$ cat src/rtl/gate_sequence_detector.sv
// -----------------------------------------------------------------------------
// gate_sequence_detector
//
// Front end of the queue occupancy counter. The two entrance photocells are
// synchronised and debounced. A passage FSM then follows a person through the
// gate and emits single-cycle entry (inc) and exit (dec) pulses. Illegal
// sensor sequences raise a single-cycle err pulse.
//
// Optional feature: define GATE_DET_TIMEOUT_EN to abort a passage that makes no
// progress for TIMEOUT_CYCLES cycles. The abort pulses err and parks the FSM in
// WAIT_CLEAR. Without the macro, the FSM waits indefinitely in any
// intermediate state.
//
// Parameters
//   SYNC_STAGES      flip-flops per sensor synchroniser (>= 2)
//   DEBOUNCE_CYCLES  consecutive differing cycles needed to accept a change (>= 1)
//   TIMEOUT_CYCLES   no-progress limit, used only with GATE_DET_TIMEOUT_EN (>= 1)
//
// Ports
//   clk     clock
//   rst     synchronous, active-high reset
//   sens_a  outer photocell, 1 = beam blocked, asynchronous
//   sens_b  inner photocell, 1 = beam blocked, asynchronous
//   inc     one-cycle pulse when an entry completes
//   dec     one-cycle pulse when an exit completes
//   err     one-cycle pulse on an illegal sequence or a timeout
//   busy    high while the FSM is not in IDLE
// -----------------------------------------------------------------------------
module gate_sequence_detector #(
  parameter int SYNC_STAGES     = 2,
  parameter int DEBOUNCE_CYCLES = 4,
  parameter int TIMEOUT_CYCLES  = 1000
) (
  input  logic clk,
  input  logic rst,
  input  logic sens_a,
  input  logic sens_b,
  output logic inc,
  output logic dec,
  output logic err,
  output logic busy
);

  // Elaboration-time parameter guards
  if (SYNC_STAGES < 2) begin : g_bad_sync_stages
    $error("gate_sequence_detector: SYNC_STAGES must be at least 2");
  end
  if (DEBOUNCE_CYCLES < 1) begin : g_bad_debounce_cycles
    $error("gate_sequence_detector: DEBOUNCE_CYCLES must be at least 1");
  end
  if (TIMEOUT_CYCLES < 1) begin : g_bad_timeout_cycles
    $error("gate_sequence_detector: TIMEOUT_CYCLES must be at least 1");
  end

  // The debounce counter only has to count up to DEBOUNCE_CYCLES-1. On the
  // next differing cycle the new value is accepted and the counter restarts.
  localparam int CNT_W = (DEBOUNCE_CYCLES > 1) ? $clog2(DEBOUNCE_CYCLES) : 1;
  localparam logic [CNT_W-1:0] DB_LAST = CNT_W'(DEBOUNCE_CYCLES - 1);

  typedef enum logic [2:0] {
    IDLE       = 3'd0,
    IN_A       = 3'd1,
    IN_AB      = 3'd2,
    IN_B       = 3'd3,
    OUT_B      = 3'd4,
    OUT_BA     = 3'd5,
    OUT_A      = 3'd6,
    WAIT_CLEAR = 3'd7
  } state_t;

  // Bit 1 carries sensor A and bit 0 carries sensor B, so db_p1 reads directly
  // as the AB code used in the transition table.
  logic [1:0] raw;
  logic [1:0] db_p1;
  logic       db_a;
  logic       db_b;

  assign raw  = {sens_a, sens_b};
  assign db_a = db_p1[1];
  assign db_b = db_p1[0];

  // ---------------------------------------------------------------------------
  // Stage p0: synchroniser chain. Stage p1: debouncer. One of each per sensor.
  // ---------------------------------------------------------------------------
  for (genvar i = 0; i < 2; i++) begin : g_sens
    logic [SYNC_STAGES-1:0] sync_p0;
    logic [CNT_W-1:0]       cnt_p1;
    logic                   db_q;
    logic                   sync_out;

    assign sync_out = sync_p0[SYNC_STAGES-1];
    assign db_p1[i] = db_q;

    always_ff @(posedge clk) begin
      if (rst) begin
        sync_p0 <= '0;
        cnt_p1  <= '0;
        db_q    <= 1'b0;
      end else begin
        sync_p0 <= {sync_p0[SYNC_STAGES-2:0], raw[i]};
        if (sync_out == db_q) begin
          // Any agreeing cycle restarts the stability count.
          cnt_p1 <= '0;
        end else if (cnt_p1 == DB_LAST) begin
          cnt_p1 <= '0;
          db_q   <= sync_out;
        end else begin
          cnt_p1 <= cnt_p1 + 1'b1;
        end
      end
    end
  end

  // ---------------------------------------------------------------------------
  // Stage p2: passage FSM with registered pulse outputs
  // ---------------------------------------------------------------------------
  state_t     state;
  state_t     state_nxt;
  logic       inc_nxt;
  logic       dec_nxt;
  logic       err_nxt;
  logic [1:0] ab;

  assign ab = {db_a, db_b};

`ifdef GATE_DET_TIMEOUT_EN
  localparam int TMR_W = (TIMEOUT_CYCLES > 1) ? $clog2(TIMEOUT_CYCLES) : 1;
  localparam logic [TMR_W-1:0] TMR_LAST = TMR_W'(TIMEOUT_CYCLES - 1);

  logic [TMR_W-1:0] tmr;
  logic             tracking;

  // The timer runs only while a passage is in progress. IDLE and WAIT_CLEAR
  // are legitimate resting states.
  assign tracking = (state != IDLE) && (state != WAIT_CLEAR);
`endif

  always_comb begin
    state_nxt = state;
    inc_nxt   = 1'b0;
    dec_nxt   = 1'b0;
    err_nxt   = 1'b0;

    case (state)
      IDLE: begin
        case (ab)
          2'b10:   state_nxt = IN_A;
          2'b01:   state_nxt = OUT_B;
          2'b11: begin
            state_nxt = WAIT_CLEAR;
            err_nxt   = 1'b1;
          end
          default: state_nxt = IDLE;
        endcase
      end

      IN_A: begin
        case (ab)
          2'b11:   state_nxt = IN_AB;
          2'b00:   state_nxt = IDLE;   // balk: person stepped back out
          2'b01: begin
            state_nxt = WAIT_CLEAR;
            err_nxt   = 1'b1;
          end
          default: state_nxt = IN_A;
        endcase
      end

      IN_AB: begin
        case (ab)
          2'b01:   state_nxt = IN_B;
          2'b10:   state_nxt = IN_A;
          2'b00: begin
            state_nxt = WAIT_CLEAR;
            err_nxt   = 1'b1;
          end
          default: state_nxt = IN_AB;
        endcase
      end

      IN_B: begin
        case (ab)
          2'b00: begin
            state_nxt = IDLE;
            inc_nxt   = 1'b1;
          end
          2'b11:   state_nxt = IN_AB;
          2'b10: begin
            state_nxt = WAIT_CLEAR;
            err_nxt   = 1'b1;
          end
          default: state_nxt = IN_B;
        endcase
      end

      OUT_B: begin
        case (ab)
          2'b11:   state_nxt = OUT_BA;
          2'b00:   state_nxt = IDLE;
          2'b10: begin
            state_nxt = WAIT_CLEAR;
            err_nxt   = 1'b1;
          end
          default: state_nxt = OUT_B;
        endcase
      end

      OUT_BA: begin
        case (ab)
          2'b10:   state_nxt = OUT_A;
          2'b01:   state_nxt = OUT_B;
          2'b00: begin
            state_nxt = WAIT_CLEAR;
            err_nxt   = 1'b1;
          end
          default: state_nxt = OUT_BA;
        endcase
      end

      OUT_A: begin
        case (ab)
          2'b00: begin
            state_nxt = IDLE;
            dec_nxt   = 1'b1;
          end
          2'b11:   state_nxt = OUT_BA;
          2'b01: begin
            state_nxt = WAIT_CLEAR;
            err_nxt   = 1'b1;
          end
          default: state_nxt = OUT_A;
        endcase
      end

      WAIT_CLEAR: begin
        if (ab == 2'b00) begin
          state_nxt = IDLE;
        end
      end

      default: state_nxt = IDLE;
    endcase

`ifdef GATE_DET_TIMEOUT_EN
    // A real sensor transition in the same cycle takes precedence over the
    // timeout, because that transition also restarts the timer.
    if (tracking && (state_nxt == state) && (tmr == TMR_LAST)) begin
      state_nxt = WAIT_CLEAR;
      err_nxt   = 1'b1;
    end
`endif
  end

  always_ff @(posedge clk) begin
    if (rst) begin
      state <= IDLE;
      inc   <= 1'b0;
      dec   <= 1'b0;
      err   <= 1'b0;
      busy  <= 1'b0;
    end else begin
      state <= state_nxt;
      inc   <= inc_nxt;
      dec   <= dec_nxt;
      err   <= err_nxt;
      // busy follows the registered state, so it drops in the same cycle as
      // the completing pulse.
      busy  <= (state_nxt != IDLE);
    end
  end

`ifdef GATE_DET_TIMEOUT_EN
  always_ff @(posedge clk) begin
    if (rst || !tracking || (state_nxt != state)) begin
      tmr <= '0;
    end else begin
      tmr <= tmr + 1'b1;
    end
  end
`endif

endmodule

$ cat config.mk
export PLATFORM = sky130hd
export DESIGN_NAME = gate_sequence_detector
export DESIGN_NICKNAME = d
export VERILOG_FILES = /design/src/rtl/gate_sequence_detector.sv
export SDC_FILE = /design/constraint.sdc
export NUM_CORES = 1
export LEC_CHECK = 0
export BUFFER_PORTS_ARGS = -buffer_cell sky130_fd_sc_hd__buf_2
export CORE_ASPECT_RATIO = 0.6
export CORE_MARGIN = 1
export CORE_UTILIZATION = 40
export CTS_BUF_LIST = sky130_fd_sc_hd__clkbuf_2 sky130_fd_sc_hd__clkbuf_4 sky130_fd_sc_hd__clkbuf_8
export DETAILED_ROUTE_END_ITERATION = 12
export SLEW_MARGIN = 20
export SYNTH_ARGS = -nofsm -noshare
export SYNTH_HDL_FRONTEND = slang
export SYNTH_SLANG_ARGS = --single-unit
export TNS_END_PERCENT = 50
$ cat constraint.sdc
create_clock -name clk -period 2.1 [get_ports clk]
set_input_delay 0.42 -clock clk [delete_from_list [all_inputs] [get_ports clk]]
set_output_delay 0.42 -clock clk [all_outputs]
set_load 0.005 [all_outputs]
### Yosys cells after proc, flatten, opt, wreduce, memory -nomap -nowiden

Cells that the tools add are included.

| word-level totals | value |
|---|---|
| flip-flop bits (word level) | 17 |
| latch bits | 0 |
| bits in writable memories | 0 |
| memory bits (read-only) | 0 |
| input bits | 4 |
| output and inout bits | 4 |
| word-level logic and storage cells | 57 |
| memories kept | 0 |

| cells by class | value |
|---|---|
| add/subtract/negate cells | 2 |
| multiply operators | 0 |
| divide/modulo/power cells | 0 |
| magnitude comparators | 0 |
| equality and inequality tests | 14 |
| shift-type cells | 0 |
| multiplexer cells | 14 |
| bitwise gates (word level) | 4 |
| reductions and logical operators | 12 |

Operator list:

| cell | number |
|---|---|
| one-hot mux 3 bit (3 select lines) | 6 |
| one-hot mux 3 bit (8 select lines) | 1 |
| equality test 3 bit, second input constant | 4 |
| OR reduction 2 bit | 5 |
| equality test 2 bit, second input constant | 4 |
| equality test 3 x 2 -> 1 bit, second input constant | 2 |
| one-hot mux 2 bit (3 select lines) | 1 |
| OR reduction 3 bit | 2 |
| adder 2 x 1 -> 2 bit, second input constant | 2 |
| two-way mux 1 bit | 4 |
| inverter 1 bit | 4 |
| one-hot mux 1 bit (4 select lines) | 1 |
| AND reduction 2 bit | 2 |
| equality test 3 x 1 -> 1 bit, second input constant | 1 |
| zero test 3 bit | 1 |
| two-way mux 3 bit | 1 |
| nonzero test 3 bit | 1 |
| equality test 1 bit | 2 |
| equality test 2 x 1 -> 1 bit, second input constant | 1 |
| zero test 2 bit | 1 |

### Logic depth before layout (Yosys ltp)

Gate-level depths: netlist of run 1.

| depth | value |
|---|---|
| depth after elaboration | 4 |
| gate-level depth with buffers | 8 |
| mapped depth without buffers | 7 |

### Worst setup path before layout of run 1

Ideal clock, no wire load.

| path | value |
|---|---|
| path type | register to register |
| from | register g_sens[1].db_q, in the netlist db_a |
| to | register busy |
| library setup time | 58 ps |
| data arrival time | 1628 ps |
| data required time | 2042 ps |
| slack | 414 ps |
| cell stages (with the launch flop) | 9 |
| path buffers | 1 |
| period minus slack after synthesis | 1686 ps |
| cell sequence | dfxtp_1 > inv_1 > ha_1 > buf_6 > mux2i_1 > mux2i_1 > or3_2 > o311ai_1 > or3_1 |

| between the ends | value |
|---|---|
| longest elaborated chain between the ends | 4 |
| elaborated cells on any way between the ends | 14 |
| classes of those cells | 3 x eq/ne; 9 x mux; 2 x reduce/logical |

Ends and longest elaborated chain:

| what | line | RTL |
|---|---|---|
| start: declaration | 88 | `logic db_q;` |
| start signal: assignment | 106 | `db_q <= sync_out;` |
| equality test 2 x 1 -> 1 bit (tied with other cells) | n/a |  |
| one-hot mux 3 bit (3 select lines) (tied with other cells) | 221 | `case (ab)` |
| one-hot mux 3 bit (8 select lines) (*) | 144 | `case (state)` |
| nonzero test 3 bit (*) | 268 | `busy <= (state_nxt != IDLE);` |
| end signal: assignment | 268 |  |
| end: declaration | 41 | `output logic busy` |

Every way passes the cells marked *; elsewhere a longest branch is shown, timed or not.
A chain may end at the register's enable or synchronous reset.

### Final worst setup path of run 1

Same ends and word-level chain as after synthesis.

==> results of run 1 <==
[final cells by class]
type                       instances  area, sq um
sequential                        17        340.3
inverter                           5        18.77
tap                               28        35.03
fill                             183         1025
multi-input combinational         64        494.2
clock buffer                       3        41.29
clock inverter                     1        7.507
timing repair buffer               7        35.03
[layer usage]
| metal | vias to the layer above | global-route usage | wire length (um) |
|---|---|---|---|
| met5 | - | 0 | 0 |
| met4 | 0 | 0.08523 | 19 |
| met3 | 2 | 0.06176 | 122 |
| met2 | 16 | 0.2261 | 564 |
| met1 | 288 | 0.2038 | 840 |
| li1 | 329 | - | - |
[state kept, by name, summed over array words and instances, names as in the netlist]
signal          cells
inc                 1
db_b                1
state               3
g_sens.sync_p0      4
g_sens.cnt_p1       4
err                 1
db_a                1
busy                1
dec                 1
[power by group]
group / internal, mW / switching, mW
clock: 0.133 / 0.113
sequential: 0.340 / 0.0251
combinational: 0.0413 / 0.0322
[cells in the mapped netlist (all sizes together)]
| cell | count |
|---|---|
| or2b | 2 |
| a22oi | 1 |
| nor2 | 12 |
| nand2 | 2 |
| o21ai | 2 |
| and4b | 1 |
| dfxtp | 17 |
| nand3b | 3 |
| or3 | 4 |
| inv | 5 |
| mux2 | 3 |
| clkbuf | 3 |
| mux2i | 6 |
| nor2b | 4 |
| a21oi | 3 |
| o311ai | 1 |
| nor4bb | 1 |
| a311oi | 1 |
| xnor2 | 2 |
| o211ai | 1 |
| ha | 8 |
| a2111oi | 1 |
| a21o | 1 |
| nor3b | 1 |
| buf | 3 |
| nor3 | 2 |
| a221oi | 2 |
[cell families (layout without fill, tap and decap cells)]
| group | Yosys count | after routing | synth area share |
|---|---|---|---|
| flip-flops | 17 | 17 | 0.3741 |
| AO/OA/AOI/OAI | 13 | 13 | 0.1073 |
| multiplexers | 9 | 9 | 0.1073 |
| adder cells (fa/ha/maj) | 8 | 8 | 0.1100 |
| XOR/XNOR | 2 | 2 | 0.01926 |
| buffers and inverters | 11 | 16 | 0.08251 |
| AND/OR/NAND/NOR | 32 | 32 | 0.1995 |
[worst register-to-register path, cell delays in order, from the launching register on]
cell	delay [ns]
dfxtp_1	0.45
inv_1	0.12
ha_1	0.33
mux2i_1	0.17
mux2i_1	0.09
or3_2	0.42
o311ai_1	0.10
or3_1	0.16
[placed cells by master, fill, tap and decap left out]
| master | instances |
|---|---|
| dfxtp_1 | 17 |
| nor2_1 | 12 |
| ha_1 | 8 |
| buf_2 | 7 |
| mux2i_1 | 6 |
| inv_1 | 4 |
| nor2b_1 | 4 |
| or3_1 | 3 |
| a21oi_1 | 3 |
| nand3b_1 | 3 |
| clkbuf_8 | 3 |
| xnor2_1 | 2 |
| or2b_2 | 2 |
| mux2_2 | 2 |
| nor3_1 | 2 |
| o21ai_0 | 2 |
| nand2_1 | 2 |
| inv_2 | 1 |
| and4b_1 | 1 |
| nor4bb_1 | 1 |
| nor3b_1 | 1 |
| a221oi_1 | 1 |
| o211ai_1 | 1 |
| or3_2 | 1 |
| o311ai_1 | 1 |
| a2111oi_0 | 1 |
| a22oi_1 | 1 |
| a21o_1 | 1 |
| mux2_4 | 1 |
| a221oi_2 | 1 |
| a311oi_1 | 1 |
| clkinvlp_4 | 1 |
[worst min-delay path by stage]
stage	end	slack, ns	cells after the start
after floorplan	g_sens[0].cnt_p1[0]	0.40	1
after global placement	g_sens[0].cnt_p1[0]	0.41	1
after detailed placement	g_sens[0].cnt_p1[0]	0.41	1
after CTS	g_sens[1].sync_p0[0]	0.37	2
after global routing	g_sens[1].sync_p0[0]	0.37	2
final	g_sens[0].sync_p0[0]	0.37	2
[metrics by stage]
stage / setup WS [ns] / total power [mW] / instance area (sq um) / utilization / std cells
floorplan: 0.4138 / 0.4367 / 909.6 / - / 92
global placement: 0.2410 / 0.4477 / 923.4 / 0.4624 / 121
detailed placement: 0.2533 / 0.4459 / 923.4 / 0.4624 / 121
CTS: 0.2314 / 0.6918 / 972.2 / 0.4868 / 125
global route: 0.04894 / 0.7191 / 972.2 / 0.4868 / 125
finish: 0.2070 / 0.6852 / 972.2 / 0.4868 / 125
==> impl_metrics.json, run 1 <==
{
  "grt_max_degree": 19,
  "postRouteAntennaNets": 0,
  "grt_pass1_wl_um": 2739,
  "period_minus_slack_ns": 1.893,
  "hold_viol": 0,
  "arrival_ns": 2.10,
  "crit_fanout": 9,
  "ir_drop_v": 0.0003776,
  "wl_um": 1546,
  "crit_chain": "inv_1, ha_1, mux2i_1, mux2i_1, or3_2, o311ai_1, or3_1",
  "synthCells": 92,
  "cp_slowest_cell": "dfxtp_1",
  "avgSynthCellArea_sq_um": 9.887,
  "ys_seq_area_frac": 0.3741,
  "clk_transition_reported_paths_ns": 0.07,
  "drive_above_1_share": 0.1959,
  "slew_headroom": 0.6632,
  "finalClockSkew_ns": 0.005484,
  "max_freq_mhz": 528.3,
  "route.detailed.drc": 0,
  "grt_overflow_total": 0,
  "cap_violations": 0,
  "grt.total_usage": 0.1580,
  "cp-end-kind": "register",
  "synth_area_sq_um": 909.6,
  "period_share": 0.9014,
  "ctsResizeCount": 0,
  "hpwl_um": 1131,
  "drtIter0Drc": 16,
  "critPathMostFrequentCell": "mux2i_1",
  "timing.hold.ws_ns": 0.3713,
  "die-area_sq_um": 2475,
  "ios": 8,
  "num_vias": 635,
  "start_kind": "register",
  "grt_pass1_vias": 565,
  "outcome": "finished clean",
  "r2r-end": "busy",
  "yosysTopAreaCell": "dfxtp_1",
  "antenna_found_initial": 0,
  "power_density_nw_per_um2": 704.8,
  "gp_congestion": 0.8314,
  "post-cts-setup-buffers": 0,
  "cts_max_path_buffers": 2,
  "clock_latency_ns": 0.25,
  "clkSinkCount": 17,
  "synthTopCellsByArea": "dfxtp_1 37%, ha_1 11%, mux2i_1 6.6%",
  "fp.coreArea_sq_um": 1997,
  "wl_per_cell_um": 12.37,
  "reg2regPathDepth": 7,
  "chipWidth_um": 63.57,
  "syn_to_final_growth_pct": 6.878,
  "critPathBufInv": 1,
  "synth_seq_cells": 17,
  "reg2reg_setup_slack_ns": 0.21,
  "cts_buffers": 3,
  "critical-path-top-delay-family": "simple AND/OR/NAND/NOR gates",
  "finalSetupViolCount": 0,
  "r2r-start": "db_a",
  "startpoint": "db_a",
  "ctsHtreeMaxLevel": 1,
  "timing.critical_path.to": "busy",
  "die_h_um": 38.94,
  "yosys_warnings": 0,
  "io_buffers": 7,
  "cts_tree": "done",
  "hold_start": "sens_b",
  "postCtsHoldBufs": 0,
  "crit_required_ns": 2.30,
  "fin_nets": 110,
  "start_util": 0.4555,
  "tns_ns": 0,
  "cpPeakStageDelay_ns": 0.45,
  "synthesis.nets": 104,
  "cts_root_buf": "clkbuf_8",
  "viasPerCell": 5.080,
  "cp_num_cells": 7,
  "hold_path_class": "input pin to register",
  "row_count": 12,
  "path_class": "register to register",
  "worstMarginPinSlew_ns": 0.5045,
  "rsz0062_at_grt": "no",
  "p_leak_nw": 0.4003,
  "synth.distinct_cells": 33,
  "firstDrtPassIters": 4,
  "maxSlewViolCount": 0,
  "antenna_cells": 0,
  "synth_top_area_frac": 0.3741
}
Note: power is estimated with default switching activity, not from simulation.
==> run 2, diff against run 1 <==
--- a/config.mk
+++ b/config.mk
@@ -6,11 +6,11 @@
 export NUM_CORES = 1
 export LEC_CHECK = 0
 export BUFFER_PORTS_ARGS = -buffer_cell sky130_fd_sc_hd__buf_2
-export CORE_ASPECT_RATIO = 0.6
 export CORE_MARGIN = 1
-export CORE_UTILIZATION = 40
+export CORE_UTILIZATION = 50
 export CTS_BUF_LIST = sky130_fd_sc_hd__clkbuf_2 sky130_fd_sc_hd__clkbuf_4 sky130_fd_sc_hd__clkbuf_8
 export DETAILED_ROUTE_END_ITERATION = 12
+export PLACE_DENSITY = 0.69
 export SLEW_MARGIN = 20
 export SYNTH_ARGS = -nofsm -noshare
 export SYNTH_HDL_FRONTEND = slang
==> impl_metrics.json, run 2 (synthesized netlist as in run 1, its figures left out) <==
{
  "firstDrtPassIters": 4,
  "p_int_uw": 452.3,
  "grt_max_degree": 19,
  "grt_overflow_total": 0,
  "clk_transition_reported_paths_ns": 0.10,
  "mostFrequentLayoutCells": "17 x dfxtp_1, 12 x nor2_1, 8 x ha_1, 7 x buf_2, 6 x mux2i_1",
  "cts_buffers": 3,
  "path_class": "register to register",
  "worstMarginPinSlew_ns": 0.5781,
  "fin_cells": 122,
  "power_density_nw_per_um2": 644.3,
  "cap_violations": 0,
  "ctsHtreeMaxLevel": 1,
  "crit_required_ns": 2.35,
  "period_share": 0.8858,
  "p_leak_nw": 0.3963,
  "cts_tree": "done",
  "gp_congestion": 0.8408,
  "clock_latency_ns": 0.29,
  "fin_nets": 110,
  "grt_pass1_wl_um": 2277,
  "clock_power_share": 0.282,
  "fp.coreArea_sq_um": 1708,
  "start_kind": "register",
  "antenna_cells": 0,
  "p_sw_uw": 157.9,
  "slew_headroom": 0.6141,
  "finalClockSkew_ns": 0.002578,
  "max_freq_mhz": 537.6,
  "holdPathStages": 2,
  "die_h_um": 44.65,
  "cts_max_path_buffers": 2,
  "drtIter0Drc": 6,
  "grt_pass1_vias": 544,
  "fin_ws_ns": 0.2399,
  "maxSlewViolCount": 0,
  "io_buffers": 7,
  "viasPerCell": 5.230,
  "ir_drop_v": 0.0004939,
  "postCtsHoldBufs": 0,
  "power_frac_seq": 0.600,
  "reg_top3": "g_sens.cnt_p1: 4 flops, g_sens.sync_p0: 4 flops, state: 3 flops",
  "comb_power_share": 0.118,
  "cp-end-kind": "register",
  "die-area_sq_um": 1994,
  "ios": 8,
  "fillCellCount": 160,
  "switching_share": 0.2588,
  "postRouteAntennaNets": 0,
  "hold_path_class": "input pin to register",
  "p_total_uw": 610.2,
  "grt.total_usage": 0.1618,
  "dp.cells": 118,
  "arrival_ns": 2.11,
  "antenna_found_initial": 0,
  "syn_to_final_growth_pct": 4.127,
  "finalSetupViolCount": 0,
  "row_count": 15,
  "cts_root_buf": "clkbuf_4",
  "layout_commonest_cell": "dfxtp_1",
  "start_util": 0.5326,
  "route.detailed.drc": 0,
  "outcome": "finished clean",
  "post-cts-setup-buffers": 0,
  "hold_viol": 0,
  "crit_fanout": 9,
  "clkSinkCount": 17,
  "num_vias": 638,
  "post-place-ws_ns": 0.2583,
  "wl_per_cell_um": 11.67,
  "chipWidth_um": 44.65,
  "period_minus_slack_ns": 1.860,
  "drive_above_1_share": 0.1959,
  "tns_ns": 0,
  "ctsResizeCount": 0,
  "rsz0062_at_grt": "no",
  "wl_um": 1424,
  "hpwl_um": 1019,
  "reg2regPathDepth": 7
}
==> run 2: cell count changes in the layout (fill, tap and decap cells not counted), sizes merged <==
| cell | before | now |
|---|---|---|
| clkinv | 0 | 1 |
| clkinvlp | 1 | 0 |
==> run 2: routing by layer <==
metal | routed length (um) | up-vias | GRT usage
li1 | - | 329 | -
met1 | 683 | 297 | 0.1990
met2 | 669 | 7 | 0.2294
met3 | 35 | 5 | 0.06531
met4 | 36 | 0 | 0.1091
met5 | 0 | - | 0
==> run 2: path summary, 6_finish.rpt <==
| kind | startpoint | to | slack [ns] |
|---|---|---|---|
| worst max register to register | db_a | busy | 0.24 |
| worst min register to register | g_sens[0].cnt_p1[0] | g_sens[0].cnt_p1[0] | 0.42 |
| worst max-delay path | db_a | busy | 0.24 |
| worst min-delay path | sens_b | g_sens[0].sync_p0[0] | 0.34 |
==> run 2: critical path, cell delays in order, from the launching register on <==
cell and delay, ns:
dfxtp_1 0.45, inv_1 0.12, ha_1 0.32, mux2i_1 0.16
mux2i_1 0.08, or3_2 0.43, o311ai_1 0.10, or3_1 0.16
==> run 2: power groups by stage <==
stage | Combinational [mW] | Sequential [mW] | Clock (mW)
after floorplan | 0.0817 | 0.355 | 0
after global placement | 0.0706 | 0.373 | 0
after detailed placement | 0.0721 | 0.373 | 0
after CTS | 0.0722 | 0.365 | 0.179
after global routing | 0.0800 | 0.369 | 0.194
final | 0.0719 | 0.366 | 0.172
==> run 2: cell type report <==
type / count / area, sq um / share of cell area
Sequential cell: 17 / 340.3 / 0.3593
Clock inverter: 1 / 5.005 / 0.005284
Timing Repair Buffer: 7 / 35.03 / 0.03699
Inverter: 5 / 18.77 / 0.01982
Multi-Input combinational cell: 64 / 494.2 / 0.5218
Clock buffer: 3 / 22.52 / 0.02378
Tap cell: 25 / 31.28 / 0.03303
==> run 2: metrics by stage <==
step | hold slack (ns) | area, sq um | utilization
4_1_cts | 0.3368 | 947.2 | 0.5546
5_1_grt | 0.3314 | 947.2 | 0.5546
2_1_floorplan | 0.3974 | 909.6 | -
3_3_place_gp | 0.4051 | 919.6 | 0.5385
3_5_place_dp | 0.4102 | 919.6 | 0.5385
6_report | 0.3418 | 947.2 | 0.5546
